`config.mk`:
```
export PLATFORM = sky130hd
export DESIGN_NAME = fetch_pc_gen
export DESIGN_NICKNAME = d
export VERILOG_FILES = /design/src/rtl/fetch_pkg.sv /design/src/rtl/fetch_redirect_mux.sv /design/src/rtl/fetch_pc_gen.sv
export SDC_FILE = /design/constraint.sdc
export NUM_CORES = 1
export LEC_CHECK = 0
export BUFFER_PORTS_ARGS = -buffer_cell sky130_fd_sc_hd__buf_2
export CAP_MARGIN = 20
export CORE_MARGIN = 2
export CORE_UTILIZATION = 48
export DETAILED_ROUTE_END_ITERATION = 12
export PLACE_DENSITY = 0.82
export SETUP_SLACK_MARGIN = 0.1
export SYNTH_ARGS = -nofsm -noshare
export SYNTH_HDL_FRONTEND = slang
export SYNTH_HIERARCHICAL = 1
export SYNTH_SLANG_ARGS = --single-unit
```
`constraint.sdc`:
```
create_clock -name clk -period 3.3 [get_ports clk]
set_input_delay 0.495 -clock clk [delete_from_list [all_inputs] [get_ports clk]]
set_output_delay 0.495 -clock clk [all_outputs]
set_load 0.01 [all_outputs]
```
`src/rtl/fetch_pkg.sv`:
```
// Shared types and constants for the fetch front end.
package fetch_pkg;

    typedef enum logic [1:0] {
        IDLE,
        WAIT,
        KILL
    } fetch_state_t;

    localparam logic [31:0] RESET_VEC_DEFAULT = 32'hbfc00000;

    // Not-taken mispredict resumes after the branch and its delay slot.
    localparam int unsigned DELAY_SLOT_OFFSET = 8;

endpackage

```
`src/rtl/fetch_redirect_mux.sv`:
```
// Redirect priority and target select: exception beats branch mispredict.
module fetch_redirect_mux
    import fetch_pkg::*;
#(
    parameter int unsigned ADDR_W = 32
) (
    input  logic              ex_redirect,
    input  logic [ADDR_W-1:0] ex_target,
    input  logic              br_redirect,
    input  logic              br_taken,
    input  logic [ADDR_W-1:0] br_target,
    input  logic [ADDR_W-1:0] br_pc,
    output logic              redirect,
    output logic [ADDR_W-1:0] redirect_pc
);

    always_comb begin
        redirect = ex_redirect | br_redirect;
        if (ex_redirect)
            redirect_pc = ex_target;
        else if (br_taken)
            redirect_pc = br_target;
        else
            redirect_pc = br_pc + ADDR_W'(DELAY_SLOT_OFFSET);
    end

endmodule

```
`src/rtl/fetch_pc_gen.sv`:
```
// Fetch PC generator: one outstanding icache request, redirect handling and
// marking/counting of responses that belong to squashed requests.
module fetch_pc_gen
    import fetch_pkg::*;
#(
    parameter int unsigned             ADDR_W    = 32,
    parameter int unsigned             FETCH_W   = 2,
    parameter logic [ADDR_W-1:0]       RESET_VEC = ADDR_W'(RESET_VEC_DEFAULT),
    parameter int unsigned             CNT_W     = 16
) (
    input  logic              clk,
    input  logic              rst,
    input  logic              ex_redirect,
    input  logic [ADDR_W-1:0] ex_target,
    input  logic              br_redirect,
    input  logic              br_taken,
    input  logic [ADDR_W-1:0] br_target,
    input  logic [ADDR_W-1:0] br_pc,
    input  logic              bp_valid,
    input  logic [ADDR_W-1:0] bp_target,
    input  logic              ibuf_full,
    output logic              ic_req_valid,
    output logic [ADDR_W-1:0] ic_req_addr,
    input  logic              ic_req_ready,
    input  logic              ic_resp_valid,
    output logic              ic_resp_drop,
    output logic [ADDR_W-1:0] pc,
    output logic [CNT_W-1:0]  kill_cnt
);

    localparam int unsigned       FETCH_BYTES = 4 * FETCH_W;
    localparam logic [ADDR_W-1:0] BLOCK_MASK  = ~ADDR_W'(FETCH_BYTES - 1);

    fetch_state_t      state;
    logic              redirect;
    logic [ADDR_W-1:0] redirect_pc;
    logic [ADDR_W-1:0] seq_pc;
    logic              fire;

    fetch_redirect_mux #(
        .ADDR_W(ADDR_W)
    ) u_redirect_mux (
        .ex_redirect(ex_redirect),
        .ex_target  (ex_target),
        .br_redirect(br_redirect),
        .br_taken   (br_taken),
        .br_target  (br_target),
        .br_pc      (br_pc),
        .redirect   (redirect),
        .redirect_pc(redirect_pc)
    );

    always_comb begin
        seq_pc       = (pc & BLOCK_MASK) + ADDR_W'(FETCH_BYTES);
        ic_resp_drop = !rst && ic_resp_valid &&
                       (state == KILL || (state == WAIT && redirect));
        // A new request may go out in the same cycle the previous response lands.
        ic_req_valid = !rst && !redirect && !ibuf_full &&
                       (state == IDLE ||
                        (state == WAIT && ic_resp_valid && !ic_resp_drop));
        fire         = ic_req_valid && ic_req_ready;
        ic_req_addr  = pc;
    end

    always_ff @(posedge clk) begin
        if (rst) begin
            state    <= IDLE;
            pc       <= RESET_VEC;
            kill_cnt <= '0;
        end else begin
            if (redirect)
                pc <= redirect_pc;
            else if (fire)
                pc <= bp_valid ? bp_target : seq_pc;

            if (ic_resp_drop && kill_cnt != '1)
                kill_cnt <= kill_cnt + CNT_W'(1);

            unique case (state)
                IDLE: if (fire) state <= WAIT;
                WAIT: begin
                    if (redirect && !ic_resp_valid)
                        state <= KILL;
                    else if (ic_resp_valid)
                        state <= fire ? WAIT : IDLE;
                end
                KILL: if (ic_resp_valid) state <= IDLE;
                default: state <= IDLE;
            endcase
        end
    end

endmodule
```
# Word level (Yosys, flattened, before mapping)
# Index checks and enable logic that the tools add are counted.
# word_totals
regBits	50
out_inout_bits	82
word_cells	45
# classes
n_addsub	3
n_eq_ne	6
mux	11
bitwise	1
n_reduce_logical	21
# ops
op	n
two-way mux 32 bit	5
adder 32 x 4 -> 32 bit, second input constant	2
adder 16 x 1 -> 16 bit, second input constant	1
inequality test 16 bit, second input constant	1
logical AND 1 bit	11
two-way mux 2 bit	4
case mux 2 bit (3 select lines)	1
logical NOT 1 bit	5
inequality test 2 bit, second input constant	2
inequality test 3 x 2 -> 1 bit, second input constant	1
AND reduction 3 bit	1
equality test 2 x 1 -> 1 bit, second input constant	1
equality test 2 bit, second input constant	1
logical NOT 2 bit	1
logical OR 1 bit	2
nonzero test 2 bit	1
two-way mux 1 bit	1
bitwise OR 1 bit	1

# Logic depth before layout (Yosys ltp)
# Gate-level depths: netlist of the first run.
# depth
ltp_word	13
depth_mapped	11
ltp_nobuf	10

# By module
# Netlist of the first run, hierarchy kept.
# by_module_without_submodules
mod	n_inst	cells_each	area_per_inst_um2
fetch_pc_gen	1	455	3457.1
fetch_redirect_mux	1	184	1154.9

# Worst setup path after synthesis of the first run
# OpenSTA, ideal clock, no wires.
# synth_timing
path_type	input-to-reg
startpoint	in ex_redirect
endpoint	reg pc[3] (netlist: ic_req_addr[3])
setup_time_ps	71
t_arrival_ps	2665
required_ps	3229
setup_slack_ps	564
cell_stages	9
path_cell_list	clkbuf_1 clkbuf_1 or2_2 or3_4 or3_1 buf_2 or3_1 a31o_1 a21oi_1
# synth_via
elab_chain_len	10
elab_cells_between_ends	15
classes_between	2 x mux; 1 x bitwise; 12 x reduce/logical
# synth_lines
item	line_no	source
start, declared	fetch_pc_gen.sv:13	input logic ex_redirect,
bitwise OR 1 bit (*)	fetch_redirect_mux.sv:18	redirect = ex_redirect | br_redirect;
net redirect	fetch_pc_gen.sv:35	logic redirect;
logical AND 1 bit	fetch_pc_gen.sv:56	(state == KILL || (state == WAIT && redirect));
logical OR 1 bit	fetch_pc_gen.sv:56	
logical AND 1 bit	fetch_pc_gen.sv:55	ic_resp_drop = !rst && ic_resp_valid &&
logical NOT 1 bit	fetch_pc_gen.sv:60	(state == WAIT && ic_resp_valid && !ic_resp_drop));
logical AND 1 bit	fetch_pc_gen.sv:60	
logical OR 1 bit	fetch_pc_gen.sv:59	(state == IDLE ||
logical AND 1 bit	fetch_pc_gen.sv:58	ic_req_valid = !rst && !redirect && !ibuf_full &&
logical AND 1 bit	fetch_pc_gen.sv:61	fire = ic_req_valid && ic_req_ready;
nonzero test 2 bit (no source line)	--	
end signal, assigned	fetch_pc_gen.sv:72	pc <= redirect_pc;
end signal, assigned	fetch_pc_gen.sv:74	pc <= bp_valid ? bp_target : seq_pc;
end, declared	fetch_pc_gen.sv:27	output logic [ADDR_W-1:0] pc,
# The timed path passes the listed nets; every way through them passes the cells marked *.
# A chain may end at the register's enable or synchronous reset.

# Worst setup path in the final report of the first run
# layout_timing
startpoint	in ex_redirect
endpoint	out ic_resp_drop
# layout_via
elab_chain_len	4
# layout_lines
item	line_no	source
bitwise OR 1 bit	fetch_redirect_mux.sv:18	
net redirect	fetch_pc_gen.sv:35	
logical AND 1 bit	fetch_pc_gen.sv:56	
logical OR 1 bit	fetch_pc_gen.sv:56	
logical AND 1 bit	fetch_pc_gen.sv:55	
end, declared	fetch_pc_gen.sv:26	output logic ic_resp_drop,
# The timed path passes the listed nets, and every way through them passes these cells.

==> impl_results.md, run 1 <==
- Fin. max-slew vios: 0
- Final ANT Viol Nets: 0
- CP required: 2800 ps
- VDD IR max: 210 uV
- Slew @ Worst Pin: 1110 ps
- GRT Total Usage: 0.306
- Area delta synth->final: 22.7%
- DR WL/cell: 17.4 um
- CP endpoint: ic_resp_drop
- Synthesized area: 0.00461 sq mm
- Worst Setup SP: ex_redirect
- Worst-case clock buffer depth: 2
- Synthesis Warnings: 6
- I/O Buffers: 218
- R2R Path Start: ic_req_addr[3]
- Min-delay worst type: in2reg
- Fillers: 901
- Critical path fanouts, max: 39
- Type of the worst setup path: in2out
- Flop2flop setup slack: 830 ps
- Routability cong.: 0.917
- Main synth FF type: dfxtp_1
- Vias per cell: 6.12
- PD cells: 291 mW/mm^2
- Die Ht: 102 um
- CP Capture Type: output port
- Worst Setup Start Kind: input port
- Met2 usage: 0.518
- Met1 usage: 0.382
- Worst-Skew Late Latency: 310 ps
- Clk_skew: 10.9 ps
- Drt pass-1 iters: 7
- Io pins: 219
- Setup bufs post-CTS: 0
- Maximum Capacitance Violations: 0
- Post-synthesis net count: 779
- Routed WL: 16300 um
- Final Hold Viols: 0
- Die Area: 0.0104 sq mm
- Setup slack at placement: 459 ps
- Unique masters post-synth: 71
- Met3 usage: 0.0527
- FMAX: 371 MHz
- Hold buffers post-CTS: 0
- Layout cells sized above 1: 0.308
- Via count: 5719
- CTS tree: yes
- Final WS setup: 604 ps
- H-tree Lvls: 2
- Worst-case reg-to-reg path depth: 6
- EDFF count, synth: 0
- Die X: 102 um
- Total CTS buffers: 5
- DRT iter0 DRCs: 504
- Mapped Cells: 639
- Yosys reg bits: 50
- Clock sink count: 50
- HPWL after DPL: 12400 um
- DRC violations left: 0
- Setup_tns: 0 ps
- Slew headroom: 0.260
- Largest stage delay, worst path: 480 ps
- Grt ovf: 0
- NumNets Final: 945
- Initial antenna violation count: 0
- Crit path DAT: 2200 ps
- Pleak: 0.00248 uW
- Post-CTS sizing: 0
- Vias in the first global route: 5331
- Final Cycle Share: 0.817
- CORE AREA: 0.00928 sq mm
- Crit path max-delay family: buffers and inverters
- Gr busiest metal: met2
- FP Rows: 35
- Crit-path most repeated cell: buf_2
- Post-synthesis sequential area ratio: 0.217
- Min Tclk post-route: 2700 ps
- Number of antenna diodes: 0
- Run status: finished clean
- Initial Utilization: 0.497
- Synthesized area per cell: 7.22 sq um
- Pin count of the biggest net entering global routing: 63
- Buffers & Inverters on Critical Path: 4
- CP max-delay cell: o211ai_1
- RSZ-0062 raised after global routing: no
- Root cell of the clock tree: clkbuf_8
- Crit Reg-Reg Endpoint: ic_req_addr[23]
- Area of the multi-input gates: 0.00316 sq mm
- Final setup fails: 0
- Synth async-reset ratio: 0
- Global-route wire length before repair: 25300 um
- CP cell instances: buf_2 > or2_2 > buf_4 > and3b_1 > o211ai_1 > inv_1 > buf_2
- Register area: 0.00100 sq mm
- Reg clk slew, reported paths: 100 ps
- Cell count along the critical path: 7
[layout make-up]
type,count,area share
clock inverters,2,0.00664
well taps,129,0.0285
clock buffers,6,0.0128
flip-flops and latches,50,0.177
repair buffers,227,0.205
multi-input cells,504,0.559
inverters,17,0.0113
[worst register-to-register path: stages, from the launching register on]
cell and delay (ps):
dfxtp_1 490, ha_1 270, nand3_1 230, nor3_1 580, nand4_1 230, a21o_1 220, a221o_1 340
[flip-flops by register name (all words and copies together) (netlist names)]
| register | flops |
|---|---|
| ic_req_addr | 32 |
| kill_cnt | 16 |
| state | 2 |
[metal layers]
| layer | part of all wire | wire (um) |
|---|---|---|
| met1 | 0.39 | 6360 |
| met5 | 0 | 0 |
| met2 | 0.48 | 7810 |
| met4 | 0.037 | 609 |
| met3 | 0.093 | 1520 |
[how the worst min path moves through the flow]
stage,cells past startpoint,slack [ps],from,endpoint
final,2,410,ic_resp_valid,state[1]
after global routing,2,410,ic_resp_valid,state[1]
after CTS,2,400,ic_resp_valid,state[1]
after detailed placement,2,480,kill_cnt[15],kill_cnt[15]
after global placement,1,480,kill_cnt[3],kill_cnt[3]
after floorplan,1,500,kill_cnt[4],kill_cnt[4]
[synthesized netlist by cell type, types with 4 or more instances]
master,instances,area share
nand2_1,71,0.058
dfxtp_1,50,0.22
nor2_1,46,0.037
o21ai_0,43,0.047
a21oi_1,34,0.037
nand3_1,34,0.037
buf_4,32,0.052
nand4_1,26,0.035
xnor2_1,24,0.046
clkbuf_1,23,0.019
nor3_1,20,0.022
xor2_1,18,0.034
and3_1,17,0.023
mux2i_1,17,0.037
inv_1,14,0.011
a22oi_1,12,0.020
nor4_1,9,0.012
and4_1,8,0.015
nor2b_1,8,0.011
a221oi_1,7,0.013
buf_2,7,0.0076
nand2b_1,7,0.0095
o22ai_1,7,0.0095
a211oi_1,6,0.0098
a21o_1,6,0.0098
and2_1,6,0.0081
a2111oi_0,5,0.0095
a221o_1,5,0.011
buf_1,5,0.0041
o211ai_1,4,0.0065
or3_1,4,0.0054
[power by group]
part | internal [uW] | leakage (uW) | switching [uW]
Combinational | 221 | 0.00202 | 278
Sequential | 639 | 0.000411 | 61.3
Clock | 227 | 0.0000514 | 220
[layout by cell type (no fill, tap or decap), types with 3 or more instances in the layout]
cell type,count
buf_2,218
nand2_1,71
dfxtp_1,50
nor2_1,46
o21ai_0,43
nand3_1,34
a21oi_1,34
nand4_1,26
xnor2_1,24
nor3_1,20
xor2_1,18
mux2i_1,17
and3_1,17
inv_1,14
a22oi_1,12
nor4_1,9
buf_4,9
nor2b_1,8
and4_1,8
nand2b_1,7
a221oi_1,7
o22ai_1,7
a21o_1,6
a211oi_1,6
and2_1,6
a221o_1,5
a2111oi_0,5
clkbuf_8,5
o211ai_1,4
or3_1,4
clkinv_1,3
o21a_1,3
a31oi_1,3
o31ai_1,3
a22o_1,3
a311oi_1,3
o221ai_1,3
ha_1,3
mux2_2,3
[cell families (layout without fill, tap and decap cells)]
| kind of cell | count (synthesis) | in the layout | synth area share |
|---|---|---|---|
| mux | 20 | 20 | 0.0442 |
| fa+ha+maj | 3 | 3 | 0.00814 |
| flops | 50 | 50 | 0.217 |
| buf+inv | 85 | 252 | 0.0988 |
| simple gates | 270 | 270 | 0.307 |
| compound gates | 169 | 169 | 0.246 |
| xor+xnor | 42 | 42 | 0.0798 |
[through the flow]
stage               cells  utilization  power, uW  instance area (sq um)  hold slack (ps)
finish                935        0.609       1650                   5660              414
global route          935        0.609       1720                   5660              407
CTS                   935        0.609       1630                   5660              402
detailed placement    927        0.597       1200                   5550              481
global placement      927        0.597       1190                   5550              476
floorplan             639            -       1010                   4610              497
No activity file was read; power rests on OpenSTA's default activity.
==> run 2: changes to the inputs <==
==> constraint.sdc (replaced) <==
create_clock -name clk -period 2.8 [get_ports clk]
set_input_delay 0.42 -clock clk [delete_from_list [all_inputs] [get_ports clk]]
set_output_delay 0.42 -clock clk [all_outputs]
set_load 0.01 [all_outputs]
==> impl_results.md, run 2 (synthesized netlist as in run 1, its figures left out) <==
- Run status: finished clean
- Layout cells sized above 1: 0.314 (+0.00680)
- H-tree Lvls: 2 (unchanged)
- Drt pass-1 iters: 7 (unchanged)
- DR WL/cell: 17.1 um (-1.7%)
- DRC violations left: 0 (unchanged)
- Worst-Skew Late Latency: 310 ps (about the same)
- Commonest non-fill, non-tap cell in the layout: buf_2
- Worst-case clock buffer depth: 2 (unchanged)
- Root cell of the clock tree: clkbuf_8
- GRT Total Usage: 0.307 (+0.000998)
- I/O Buffers: 218 (unchanged)
- Vias in the first global route: 5301 (-0.56%)
- PD cells: 339 mW/mm^2 (+17%)
- Seq pwr share: 0.425 (about the same)
- Min-delay worst type: in2reg
- Initial Utilization: 0.497 (unchanged)
- Max reg flops: 32 (unchanged)
- CP Capture Type: output port
- Final Cycle Share: 0.913
- Worst Setup Start Kind: input port
- Final setup fails: 0 (unchanged)
- Area delta synth->final: 24.0%
- Setup_tns: 0 ps (unchanged)
- Type of the worst setup path: in2out
- DRT iter0 DRCs: 447 (-11%)
- CP required: 2380 ps (-420 ps)
- Post-CTS sizing: 0 (unchanged)
- Total CTS buffers: 5 (unchanged)
- Crit path DAT: 2140 ps (-60 ps)
- FMAX: 391 MHz
- RSZ-0062 raised after global routing: no
- Slew headroom: 0.468 (+0.208)
- Grt ovf: 0 (unchanged)
- CTS tree: yes
- Initial antenna violation count: 0 (unchanged)
- Int Power: 1280 uW (+18%)
- Die Area: 0.0104 sq mm (unchanged)
- Switching share of power: 0.338 (-0.00198)
- Final ANT Viol Nets: 0 (unchanged)
- Via count: 5751 (+0.56%)
- HPWL after DPL: 12500 um (+0.72%)
- Routability cong.: 0.940 (+2.5%)
- Routed WL: 16200 um (-0.79%)
- Commonest cells after routing, fill and taps aside: buf_2, nand2_1, dfxtp_1
- Reg clk slew, reported paths: 100 ps (about the same)
- Clk_skew: 17.0 ps (+6.17 ps)
- Pin count of the biggest net entering global routing: 40 (-37%)
- Die X: 102 um (unchanged)
- Final WS setup: 243 ps (-361 ps)
- Vias per cell: 6.09 (-0.40%)
- CORE AREA: 0.00928 sq mm (unchanged)
- Combinational power share: 0.305 (+0.002)
- Slew @ Worst Pin: 793 ps (-317 ps)
- VDD IR max: 300 uV (+43%)
- Io pins: 219 (unchanged)
- Final Hold Viols: 0 (unchanged)
- Fin. max-slew vios: 0 (unchanged)
- Fillers: 886 (-1.7%)
- Critical path fanouts, max: 39 (unchanged)
- Psw: 655 uW (+17%)
- Maximum Capacitance Violations: 0 (unchanged)
- Setup bufs post-CTS: 0 (unchanged)
- Clk network pwr share: 0.270 (about the same)
- Global-route wire length before repair: 25500 um (+0.52%)
- Hold buffers post-CTS: 0 (unchanged)
- Die Ht: 102 um (unchanged)
- Min Tclk post-route: 2560 ps
- NumNets Final: 953 (+0.85%)
- FP Rows: 35 (unchanged)
- Setup slack at placement: 44.6 ps (-415 ps)
- Clock sink count: 50 (unchanged)
- Pleak: 0.00252 uW (+1.7%)
## run 2: cell count changes in the layout (fill, tap and decap cells not counted), sizes merged
cell   before  now
buf       227  235
diode       0    1
## run 2: final cells by class
type | count | area [sq um] | area share
diodes | 1 | 2.50 | 0.000438
clock buffers | 6 | 72.6 | 0.0127
clock inverters | 2 | 37.5 | 0.00656
inverters | 17 | 63.8 | 0.0112
multi-input cells | 504 | 3160 | 0.553
flip-flops and latches | 50 | 1000 | 0.175
well taps | 129 | 161 | 0.0282
repair buffers | 235 | 1220 | 0.213
## run 2: path summary, 6_finish.rpt
| check | from | endpoint | slack, ps | cells after the start |
|---|---|---|---|---|
| max | ex_redirect | ic_resp_drop | 240 | 7 |
| min | ic_resp_valid | state[1] | 330 | 2 |
| max reg2reg | ic_req_addr[3] | ic_req_addr[31] | 290 | 6 |
| min reg2reg | kill_cnt[15] | kill_cnt[15] | 500 | 2 |
## run 2: critical path, cell delays in order
cell and delay (ps):
buf_2 100, or2_2 320, buf_4 280, and3b_1 260, o211ai_1 510, inv_1 80
buf_2 160
## run 2: routing by layer
metal | vias up | share of wire | global-route usage
li1 | 2687 | - | -
met1 | 2680 | 0.39 | 0.387
met2 | 337 | 0.49 | 0.516
met3 | 47 | 0.088 | 0.0486
met4 | 0 | 0.038 | 0.137
met5 | - | 0 | 0
## run 2: per-stage QoR
step	util	total power, uW	cell area (sq um)	hold WS, ps	std cells
global placement	0.604	1400	5610	477	935
global route	0.616	2030	5720	337	943
floorplan	-	1190	4610	497	639
detailed placement	0.604	1420	5610	485	935
CTS	0.616	1930	5720	325	943
finish	0.616	1940	5720	332	944
## run 2: power by group through the flow
stage / combinational [uW] / sequential [uW] / clock, uW
2_1_floorplan: 352 / 838 / 0
3_3_place_gp: 569 / 833 / 0
3_5_place_dp: 581 / 838 / 0
4_1_cts: 584 / 822 / 528
5_1_grt: 647 / 831 / 551
6_report: 592 / 824 / 523
==> run 3: changes to the inputs <==
--- a/config.mk
+++ b/config.mk
@@ -6,11 +6,11 @@
 export NUM_CORES = 1
 export LEC_CHECK = 0
 export BUFFER_PORTS_ARGS = -buffer_cell sky130_fd_sc_hd__buf_2
-export CAP_MARGIN = 20
 export CORE_MARGIN = 2
 export CORE_UTILIZATION = 48
 export DETAILED_ROUTE_END_ITERATION = 12
-export PLACE_DENSITY = 0.82
+export GPL_ROUTABILITY_DRIVEN = 0
+export PLACE_DENSITY = 0.79
 export SETUP_SLACK_MARGIN = 0.1
 export SYNTH_ARGS = -nofsm -noshare
 export SYNTH_HDL_FRONTEND = slang
==> impl_results.md, run 3 (synthesized netlist as in run 1, its figures left out) <==
- GRT Total Usage: 0.309 (+0.00226)
- Root cell of the clock tree: clkbuf_8
- Max reg flops: 32 (unchanged)
- Final Hold Viols: 0 (unchanged)
- Layout Cells excl Fill: 945 (+0.11%)
- Initial antenna violation count: 0 (unchanged)
- Drt pass-1 iters: 6 (-1)
- VDD IR max: 223 uV (-26%)
- Clock sink count: 50 (unchanged)
- Die X: 102 um (unchanged)
- Slew @ Worst Pin: 846 ps (+52.5 ps)
- Type of the worst setup path: reg2reg
- Commonest cells after routing, fill and taps aside: buf_2, nand2_1, dfxtp_1
- Routed WL: 16500 um (+2.0%)
- CTS tree: yes
- H-tree Lvls: 2 (unchanged)
- HPWL after DPL: 12700 um (+1.4%)
- Reg clk slew, reported paths: 110 ps (about the same)
- FMAX: 417 MHz (+6.5%)
- Routed wire length on met2: 7860 um (about the same)
- Slew headroom: 0.434 (-0.0338)
- RSZ-0062 raised after global routing: no
- Fin. max-slew vios: 0 (unchanged)
- Worst-case clock buffer depth: 2 (unchanged)
- Final ANT Viol Nets: 0 (unchanged)
- Final Cycle Share: 0.857 (-0.0560)
- DR WL/cell: 17.5 um (+1.9%)
- Initial Utilization: 0.497 (unchanged)
- Pin count of the biggest net entering global routing: 45 (+13%)
- FP Rows: 35 (unchanged)
- CP Capture Type: flip-flop
- Critical path fanouts, max: 7 (-82%)
- Worst Setup Start Kind: flip-flop
- Layout cells sized above 1: 0.317 (+0.00291)
- Worst-Skew Late Latency: 310 ps (about the same)
- Min Tclk post-route: 2400 ps (-157 ps)
- Area delta synth->final: 23.8%
- Maximum Capacitance Violations: 0 (unchanged)
- CP required: 3020 ps (+640 ps)
- Io pins: 219 (unchanged)
- I/O Buffers: 218 (unchanged)
- Total CTS buffers: 5 (unchanged)
- Metal3 WL: 1550 um (+8.6%)
- Global-route wire length before repair: 25800 um (+1.4%)
- Flop2flop setup slack: 400 ps (+110 ps)
- Final setup fails: 0 (unchanged)
- NumNets Final: 955 (+0.21%)
- Clk_skew: 15.1 ps (-1.97 ps)
- Vias per cell: 6.07 (-0.40%)
- Commonest non-fill, non-tap cell in the layout: buf_2
- Pleak: 0.00252 uW (about the same)
- Post-CTS sizing: 0 (unchanged)
- Min-delay worst type: in2reg
- M1 WL: 6460 um (+3.2%)
- Setup_tns: 0 ps (unchanged)
- Setup bufs post-CTS: 0 (unchanged)
- Number of antenna diodes: 0 (-1)
- Die Ht: 102 um (unchanged)
- Vias in the first global route: 5390 (+1.7%)
- Crit path DAT: 2620 ps (+480 ps)
- Final Util: 0.615 (-0.000809)
- Grt ovf: 0 (unchanged)
- CORE AREA: 0.00928 sq mm (unchanged)
- DRT iter0 DRCs: 567 (+27%)
- DRC violations left: 0 (unchanged)
- Run status: finished clean
- PD cells: 327 mW/mm^2 (-3.5%)
- Hold buffers post-CTS: 0 (unchanged)
- Via count: 5734 (-0.30%)
- Max layer used: met4
- Placed instance count: 937 (+0.21%)
- Die Area: 0.0104 sq mm (unchanged)
## run 3: layout make-up
type | count | area, sq um
well taps | 129 | 161
multi-input cells | 504 | 3160
clock inverters | 3 | 21.3
inverters | 17 | 63.8
clock buffers | 5 | 68.8
repair buffers | 237 | 1230
flip-flops and latches | 50 | 1000
fillers | 937 | 3570
## run 3: worst max-delay path, cell delays in order, from the launching register on
cell     delay, ps
dfxtp_1        510
ha_1           260
nand3_1        230
nor3_1         560
nand4_1        220
xnor2_1        190
a221o_1        340
## run 3: worst paths after layout
kind,start,end,depth (start not counted)
max,ic_req_addr[3],ic_req_addr[31],6
min,ic_resp_valid,state[1],2
max reg2reg,ic_req_addr[3],ic_req_addr[31],6
min reg2reg,kill_cnt[3],kill_cnt[3],1
## run 3: power breakdown
part | leakage, uW | internal, uW | total, uW | switching (uW)
clock network | 0.0000441 | 177 | 447 | 271
registers | 0.000411 | 753 | 825 | 72.1
logic | 0.00207 | 265 | 597 | 331
total | 0.00252 | 1190 | 1870 | 674
## run 3: stage by stage
step                hold slack, ps  power (uW)  worst slack [ps]  instance area [sq um]
global placement               478        1410               279                   5620
finish                         322        1870               400                   5710
CTS                            318        1860               476                   5710
detailed placement             489        1420               215                   5620
floorplan                      497        1190               139                   4610
global route                   318        1960               250                   5710
## run 3: per-layer routing
layer	vias up	track usage
li1	2691	-
met1	2615	0.402
met2	368	0.519
met3	60	0.0363
met4	0	0.128
met5	-	0
